**src/rtl/pe_feeder_pkg.sv**
```systemverilog
// Shared types and geometry helpers for the PE feeder.
package pe_feeder_pkg;

  typedef enum logic [3:0] {
    IDLE,
    W_RD,
    W_WAIT,
    GAP_W,
    A_RD,
    A_WAIT,
    GAP_A,
    START,
    C_WAIT,
    GAP_C,
    DONE
  } state_e;

  // Default geometry: 3x3 kernel over a 5x5 activation tile.
  localparam int DFLT_KERNEL_SIZE = 3;
  localparam int DFLT_ACT_SIZE    = 5;

  // Words in a square burst of the given edge length.
  function automatic int burst_words(input int edge_len);
    return edge_len * edge_len;
  endfunction

  // Output rows produced by one activation load.
  function automatic int out_rows(input int act_edge, input int kern_edge);
    return act_edge - kern_edge + 1;
  endfunction

  localparam int W_WORDS = burst_words(DFLT_KERNEL_SIZE);
  localparam int A_WORDS = burst_words(DFLT_ACT_SIZE);
  localparam int N_ROWS  = out_rows(DFLT_ACT_SIZE, DFLT_KERNEL_SIZE);

endpackage

```
**src/rtl/pe_feeder_sync_fifo.sv**
```systemverilog
// Small synchronous FIFO with a combinational head; head reads 0 when empty.
module sync_fifo #(
  parameter int DATA_WIDTH = 16,
  parameter int DEPTH      = 4
) (
  input  logic                  clk,
  input  logic                  reset,
  input  logic                  push,
  input  logic [DATA_WIDTH-1:0] push_data,
  input  logic                  pop,
  output logic [DATA_WIDTH-1:0] pop_data,
  output logic                  full,
  output logic                  empty
);

  localparam int PW = (DEPTH > 1) ? $clog2(DEPTH) : 1;
  localparam int CW = $clog2(DEPTH + 1);

  logic [DATA_WIDTH-1:0] mem_q [DEPTH];
  logic [PW-1:0]         wr_ptr_q;
  logic [PW-1:0]         rd_ptr_q;
  logic [CW-1:0]         count_q;
  logic                  do_push;
  logic                  do_pop;

  assign full     = (count_q == CW'(DEPTH));
  assign empty    = (count_q == '0);
  // A push into a full FIFO is only legal when the head leaves in the same cycle.
  assign do_push  = push && (!full || pop);
  assign do_pop   = pop && !empty;
  assign pop_data = empty ? '0 : mem_q[rd_ptr_q];

  // Storage write port, kept free of reset so it maps onto plain memory.
  always_ff @(posedge clk) begin
    if (do_push) begin
      mem_q[wr_ptr_q] <= push_data;
    end
  end

  // Pointer and occupancy bookkeeping; pointers wrap since DEPTH is a power of 2.
  always_ff @(posedge clk) begin
    if (reset) begin
      wr_ptr_q <= '0;
      rd_ptr_q <= '0;
      count_q  <= '0;
    end else begin
      if (do_push) wr_ptr_q <= wr_ptr_q + 1'b1;
      if (do_pop)  rd_ptr_q <= rd_ptr_q + 1'b1;
      case ({do_push, do_pop})
        2'b10:   count_q <= count_q + 1'b1;
        2'b01:   count_q <= count_q - 1'b1;
        default: count_q <= count_q;
      endcase
    end
  end

endmodule

```
**src/rtl/pe_feeder.sv**
```systemverilog
// Sequences weight/activation bursts from the GLB into one PE, issues one start
// per output row and buffers the row results.
module pe_feeder
  import pe_feeder_pkg::*;
#(
  parameter int DATA_WIDTH     = 16,
  parameter int GLB_ADDR_WIDTH = 12,
  parameter int KERNEL_SIZE    = DFLT_KERNEL_SIZE,
  parameter int ACT_SIZE       = DFLT_ACT_SIZE,
  parameter int OUT_DEPTH      = 4
) (
  input  logic                      clk,
  input  logic                      reset,
  input  logic                      cmd_valid,
  output logic                      cmd_ready,
  input  logic [GLB_ADDR_WIDTH-1:0] cmd_wght_base,
  input  logic [GLB_ADDR_WIDTH-1:0] cmd_act_base,
  input  logic                      cmd_reuse_wght,
  output logic                      glb_rd_en,
  output logic [GLB_ADDR_WIDTH-1:0] glb_rd_addr,
  input  logic [DATA_WIDTH-1:0]     glb_rd_data,
  output logic [DATA_WIDTH-1:0]     pe_filt_in,
  output logic [DATA_WIDTH-1:0]     pe_act_in,
  output logic                      pe_load_en_wght,
  output logic                      pe_load_en_act,
  output logic                      pe_start,
  input  logic                      pe_load_done,
  input  logic                      pe_compute_done,
  input  logic [DATA_WIDTH-1:0]     pe_out,
  output logic                      res_valid,
  input  logic                      res_ready,
  output logic [DATA_WIDTH-1:0]     res_data,
  output logic                      busy,
  output logic                      cmd_done
);

  localparam int NUM_W    = burst_words(KERNEL_SIZE);
  localparam int NUM_A    = burst_words(ACT_SIZE);
  localparam int NUM_ROWS = out_rows(ACT_SIZE, KERNEL_SIZE);
  localparam int CNT_W    = $clog2(((NUM_A > NUM_W) ? NUM_A : NUM_W) + 1);
  localparam int ROW_W    = $clog2(NUM_ROWS + 1);

  state_e                    state_q, state_d;
  logic [GLB_ADDR_WIDTH-1:0] wbase_q, abase_q;
  logic [CNT_W-1:0]          rd_cnt_q, rd_cnt_d;
  logic [ROW_W-1:0]          row_cnt_q, row_cnt_d;
  logic                      wloaded_q, wloaded_d;
  logic                      ld_prev_q, cd_prev_q;
  logic                      wpulse_q, apulse_q;
  logic                      wvld_q, avld_q;
  logic                      ld_rise, cd_rise;
  logic                      fifo_push, fifo_pop, fifo_full, fifo_empty;

  assign ld_rise         = pe_load_done && !ld_prev_q;
  assign cd_rise         = pe_compute_done && !cd_prev_q;
  assign cmd_ready       = (state_q == IDLE);
  assign busy            = (state_q != IDLE);
  assign pe_load_en_wght = wpulse_q;
  assign pe_load_en_act  = apulse_q;
  // Read data is passed straight through while its burst is returning.
  assign pe_filt_in      = wvld_q ? glb_rd_data : '0;
  assign pe_act_in       = avld_q ? glb_rd_data : '0;
  assign res_valid       = !fifo_empty;
  assign fifo_pop        = res_valid && res_ready;

  // Next-state, GLB read and PE request decode.
  always_comb begin
    state_d     = state_q;
    rd_cnt_d    = rd_cnt_q;
    row_cnt_d   = row_cnt_q;
    wloaded_d   = wloaded_q;
    glb_rd_en   = 1'b0;
    glb_rd_addr = '0;
    pe_start    = 1'b0;
    fifo_push   = 1'b0;
    cmd_done    = 1'b0;
    case (state_q)
      IDLE: begin
        // Reuse is only honoured once the PE really holds a kernel.
        if (cmd_valid) state_d = (cmd_reuse_wght && wloaded_q) ? A_RD : W_RD;
      end
      W_RD: begin
        glb_rd_en   = 1'b1;
        glb_rd_addr = wbase_q + GLB_ADDR_WIDTH'(rd_cnt_q);
        if (rd_cnt_q == CNT_W'(NUM_W - 1)) begin
          rd_cnt_d = '0;
          state_d  = W_WAIT;
        end else begin
          rd_cnt_d = rd_cnt_q + 1'b1;
        end
      end
      W_WAIT: begin
        if (ld_rise) begin
          wloaded_d = 1'b1;
          state_d   = GAP_W;
        end
      end
      GAP_W:  if (!pe_load_done) state_d = A_RD;
      A_RD: begin
        glb_rd_en   = 1'b1;
        glb_rd_addr = abase_q + GLB_ADDR_WIDTH'(rd_cnt_q);
        if (rd_cnt_q == CNT_W'(NUM_A - 1)) begin
          rd_cnt_d = '0;
          state_d  = A_WAIT;
        end else begin
          rd_cnt_d = rd_cnt_q + 1'b1;
        end
      end
      A_WAIT: if (ld_rise) state_d = GAP_A;
      GAP_A:  if (!pe_load_done) state_d = START;
      START: begin
        // Never start a row whose result would have nowhere to land.
        if (!fifo_full) begin
          pe_start = 1'b1;
          state_d  = C_WAIT;
        end
      end
      C_WAIT: begin
        if (cd_rise) begin
          fifo_push = 1'b1;
          row_cnt_d = row_cnt_q + 1'b1;
          state_d   = GAP_C;
        end
      end
      GAP_C: begin
        if (!pe_compute_done) state_d = (row_cnt_q < ROW_W'(NUM_ROWS)) ? START : DONE;
      end
      DONE: begin
        cmd_done  = 1'b1;
        row_cnt_d = '0;
        state_d   = IDLE;
      end
      default: state_d = IDLE;
    endcase
  end

  // State, counters, latched bases, done-edge history and burst pulse timing.
  always_ff @(posedge clk) begin
    if (reset) begin
      state_q   <= IDLE;
      wbase_q   <= '0;
      abase_q   <= '0;
      rd_cnt_q  <= '0;
      row_cnt_q <= '0;
      wloaded_q <= 1'b0;
      ld_prev_q <= 1'b0;
      cd_prev_q <= 1'b0;
      wpulse_q  <= 1'b0;
      apulse_q  <= 1'b0;
      wvld_q    <= 1'b0;
      avld_q    <= 1'b0;
    end else begin
      state_q   <= state_d;
      rd_cnt_q  <= rd_cnt_d;
      row_cnt_q <= row_cnt_d;
      wloaded_q <= wloaded_d;
      ld_prev_q <= pe_load_done;
      cd_prev_q <= pe_compute_done;
      if (state_q == IDLE && cmd_valid) begin
        wbase_q <= cmd_wght_base;
        abase_q <= cmd_act_base;
      end
      // Word 0 returns one cycle after the first read; the pulse marks it.
      wpulse_q <= (state_q == W_RD) && (rd_cnt_q == '0);
      apulse_q <= (state_q == A_RD) && (rd_cnt_q == '0);
      wvld_q   <= (state_q == W_RD);
      avld_q   <= (state_q == A_RD);
    end
  end

  sync_fifo #(
    .DATA_WIDTH (DATA_WIDTH),
    .DEPTH      (OUT_DEPTH)
  ) u_res_fifo (
    .clk       (clk),
    .reset     (reset),
    .push      (fifo_push),
    .push_data (pe_out),
    .pop       (fifo_pop),
    .pop_data  (res_data),
    .full      (fifo_full),
    .empty     (fifo_empty)
  );

endmodule

```
**config.mk**
```make
export PLATFORM = sky130hd
export DESIGN_NAME = pe_feeder
export DESIGN_NICKNAME = d
export VERILOG_FILES = /design/src/rtl/pe_feeder_pkg.sv /design/src/rtl/pe_feeder_sync_fifo.sv /design/src/rtl/pe_feeder.sv
export SDC_FILE = /design/constraint.sdc
export NUM_CORES = 1
export LEC_CHECK = 0
export CORE_MARGIN = 2
export CORE_UTILIZATION = 44
export DETAILED_ROUTE_END_ITERATION = 8
export PLACE_DENSITY = 0.8
export SLEW_MARGIN = 20
export SYNTH_ARGS = -nofsm -noshare
export SYNTH_HDL_FRONTEND = slang
export SYNTH_SLANG_ARGS = --single-unit
```
**constraint.sdc**
```tcl
create_clock -name clk -period 10.2 [get_ports clk]
set_input_delay 2.55 -clock clk [delete_from_list [all_inputs] [get_ports clk]]
set_output_delay 2.55 -clock clk [all_outputs]
set_load 0.01 [all_outputs]
```
==> impl_metrics.json <==
{
  "status": "complete, no violations",
  "netlist_area_um2": 5500,
  "crit_top_cell": "nand2_1",
  "crit_chain": "or4b_4 -> nand2_1 -> nand2_1 -> ha_1 -> inv_1 -> fa_1 -> nor2b_1 -> o31a_1 -> o2111ai_1 -> xnor2_1 -> nor2_1 -> clkdlybuf4s50_1",
  "min-delay-start": "abase_q[10]$_SDFFE_PP0P_",
  "port_buffers": 130,
  "yosysTopAreaCellShare_pct": 34.9,
  "post-route-period-util_pct": 62.8,
  "hold_violations": 0,
  "drtIter0Drc": 232,
  "worstSkewPairLatency_ps": 410,
  "cpPeakStageDelay_ps": 730,
  "peakVddDrop_v": 0.000111,
  "synth_edf_count": 64,
  "fin_nets": 698,
  "p_comb_share_pct": 21.5,
  "p_int_mw": 1.04,
  "grt_overflow": 0,
  "fillerInstances": 988,
  "relSlewSlack_pct": 40.9,
  "ys_ff_latch": 115,
  "min_path_type": "reg2reg",
  "grt_pass1_vias": 3987,
  "worst_slack_ps": 3800,
  "p_clk_share_pct": 40.4,
  "arrival_ps": 3850,
  "clk_path_buf_depth": 2,
  "tightestPinTransition_ps": 887,
  "rr_startpoint": "state_q[3]$_SDFFE_PP0P_",
  "die_area_um2": 13400,
  "cp-startpoint": "state_q[0]$_SDFFE_PP0P_",
  "switching_share_pct": 29.5,
  "cts_resized": 0,
  "switching_power_mw": 0.433,
  "place_ws_ps": 3930,
  "final_util_pct": 61.9,
  "drt_wl_total_um": 12300,
  "place_hpwl_um": 8560,
  "layout-drive-gt1-share_pct": 9.81,
  "required_ps": 7650,
  "cts_root_buf": "clkbuf_16",
  "syn-num-nets": 575,
  "synthFlopType": "edfxtp_1",
  "power_density_nw_per_um2": 196,
  "start_util_pct": 45.4,
  "critPathSlowestCell": "dfxtp_1",
  "cp-end-kind": "output port",
  "die_x_um": 116,
  "place.gp.congestion": 0.820,
  "numCtsBuffers": 17,
  "grt.total_usage_pct": 19.0,
  "hold_slack_ps": 459,
  "synth_top_area_cell": "edfxtp_1",
  "ant_nets": 0,
  "synth_cell_type_count": 56,
  "finalSetupViolCount": 0,
  "core_area_um2": 12100,
  "p_seq_share_pct": 38.1,
  "area_growth_pct": 36.3,
  "tritoncts": "built",
  "top_level_ports": 131,
  "mostFrequentLayoutCell": "clkdlybuf4s50_1",
  "synth_area_leaders": "edfxtp_1, dfxtp_1, mux4_2",
  "grt_max_degree": 49,
  "path_clk_slew_ps": 60,
  "async_reset_ff_share_pct": 0,
  "path_max_fanout": 20,
  "antenna_cells": 0,
  "skew_ps": 7.57,
  "cts_hold_buf": 0,
  "syn_inst": 496,
  "ys_warn_count": 0,
  "cts_htree_levels": 4,
  "drv_cap": 0,
  "total_power_mw": 1.47,
  "wire_per_inst_um": 15.4,
  "slew_viol_final": 0,
  "drc": 0,
  "dr_total_vias": 4074,
  "grt_pass1_wl_um": 19600,
  "rows": 40,
  "leakage_nw": 2.64,
  "ys_seq_area_share_pct": 53.5,
  "drt_pre_antenna_iters": 4,
  "die_y_um": 116,
  "fmax_mhz": 156,
  "critPathKind": "reg2out",
  "worst_setup_path_start_kind": "flip-flop",
  "avgSynthCellArea_um2": 11.1,
  "tns_ps": 0,
  "layout_common_cells": "clkdlybuf4s50_1, nand2_1, edfxtp_1, and2_1, dfxtp_1",
  "antenna_found_initial": 0,
  "post_cts_buffers": 0,
  "finalCriticalPeriod_ps": 6400,
  "rsz0062_at_grt": "false",
  "viasPerCell": 5.09,
  "cts.sinks": 115
}
==> final timing paths <==
kind	to	slack, ps	cells after the start
max	glb_rd_addr[10]	3800	12
min	abase_q[10]$_SDFFE_PP0P_	460	2
max reg2reg	u_res_fifo.mem_q[1][8]$_DFFE_PP_	7340	4
min reg2reg	abase_q[10]$_SDFFE_PP0P_	460	2
==> final cells by class <==
type / count / area [um2] / area share, %
inverters: 16 / 60.1 / 0.801
flip-flops and latches: 115 / 2940 / 39.2
clock inverters: 15 / 171 / 2.28
repair buffers: 132 / 1320 / 17.5
clock buffers: 17 / 425 / 5.67
multi-input cells: 337 / 2370 / 31.7
well taps: 168 / 210 / 2.80
==> worst max-delay path: cells and delay by family, from the launching register on <==
family | cells | cell delay [ps]
adder cells (fa/ha/maj) | 2 | 550
buffers and inverters | 2 | 620
XOR/XNOR | 1 | 190
AND/OR/NAND/NOR | 5 | 940
AO/OA/AOI/OAI | 2 | 410
flip-flops | 1 | 730
==> cells by family after synthesis <==
logic type	synth area share (%)
and+or+nand+nor	19.2
buffers and inverters	3.39
AOI/OAI and AO/OA	7.27
xor gates and xnor gates	3.82
adders and majority gates	3.91
DFF	53.5
muxes	8.91
==> synthesized netlist by cell type (all sizes together), types with 4 or more instances <==
master / number
ha: 14
nor3: 5
xor2: 12
o21ai: 5
nand3: 6
and2: 55
mux4: 16
nor2b: 7
mux2i: 7
inv: 15
nand2: 75
dfxtp: 51
a21oi: 36
edfxtp: 64
xnor2: 12
buf: 9
nor2: 35
clkbuf: 19
mux2: 4
==> registers in the layout, summed over array words and instances, names as in the netlist, 2 cells and up, named ones only <==
signal / flops
abase_q: 12
rd_cnt_q: 5
row_cnt_q: 2
u_res_fifo.count_q: 3
state_q: 4
u_res_fifo.rd_ptr_q: 2
u_res_fifo.wr_ptr_q: 2
u_res_fifo.mem_q: 64
wbase_q: 12
==> layer usage <==
layer / GRT usage [%] / wire length (um)
met5: 0 / 0
met4: 6.03 / 81
met3: 5.49 / 674
met2: 32.2 / 6270
met1: 23.5 / 5320
==> through the flow <==
step / cell area, um2 / std cells
global placement: 6900 / 768
detailed placement: 6900 / 768
CTS: 7500 / 800
finish: 7500 / 800
global route: 7500 / 800
floorplan: 5500 / 496
==> power groups by stage <==
stage	Combinational [mW]	Sequential [mW]	Clock [mW]
floorplan	0.219	0.542	0
global placement	0.308	0.566	0
detailed placement	0.315	0.569	0
CTS	0.319	0.559	0.605
global route	0.348	0.566	0.626
finish	0.316	0.559	0.595
Power figures use the tool's default switching activity.
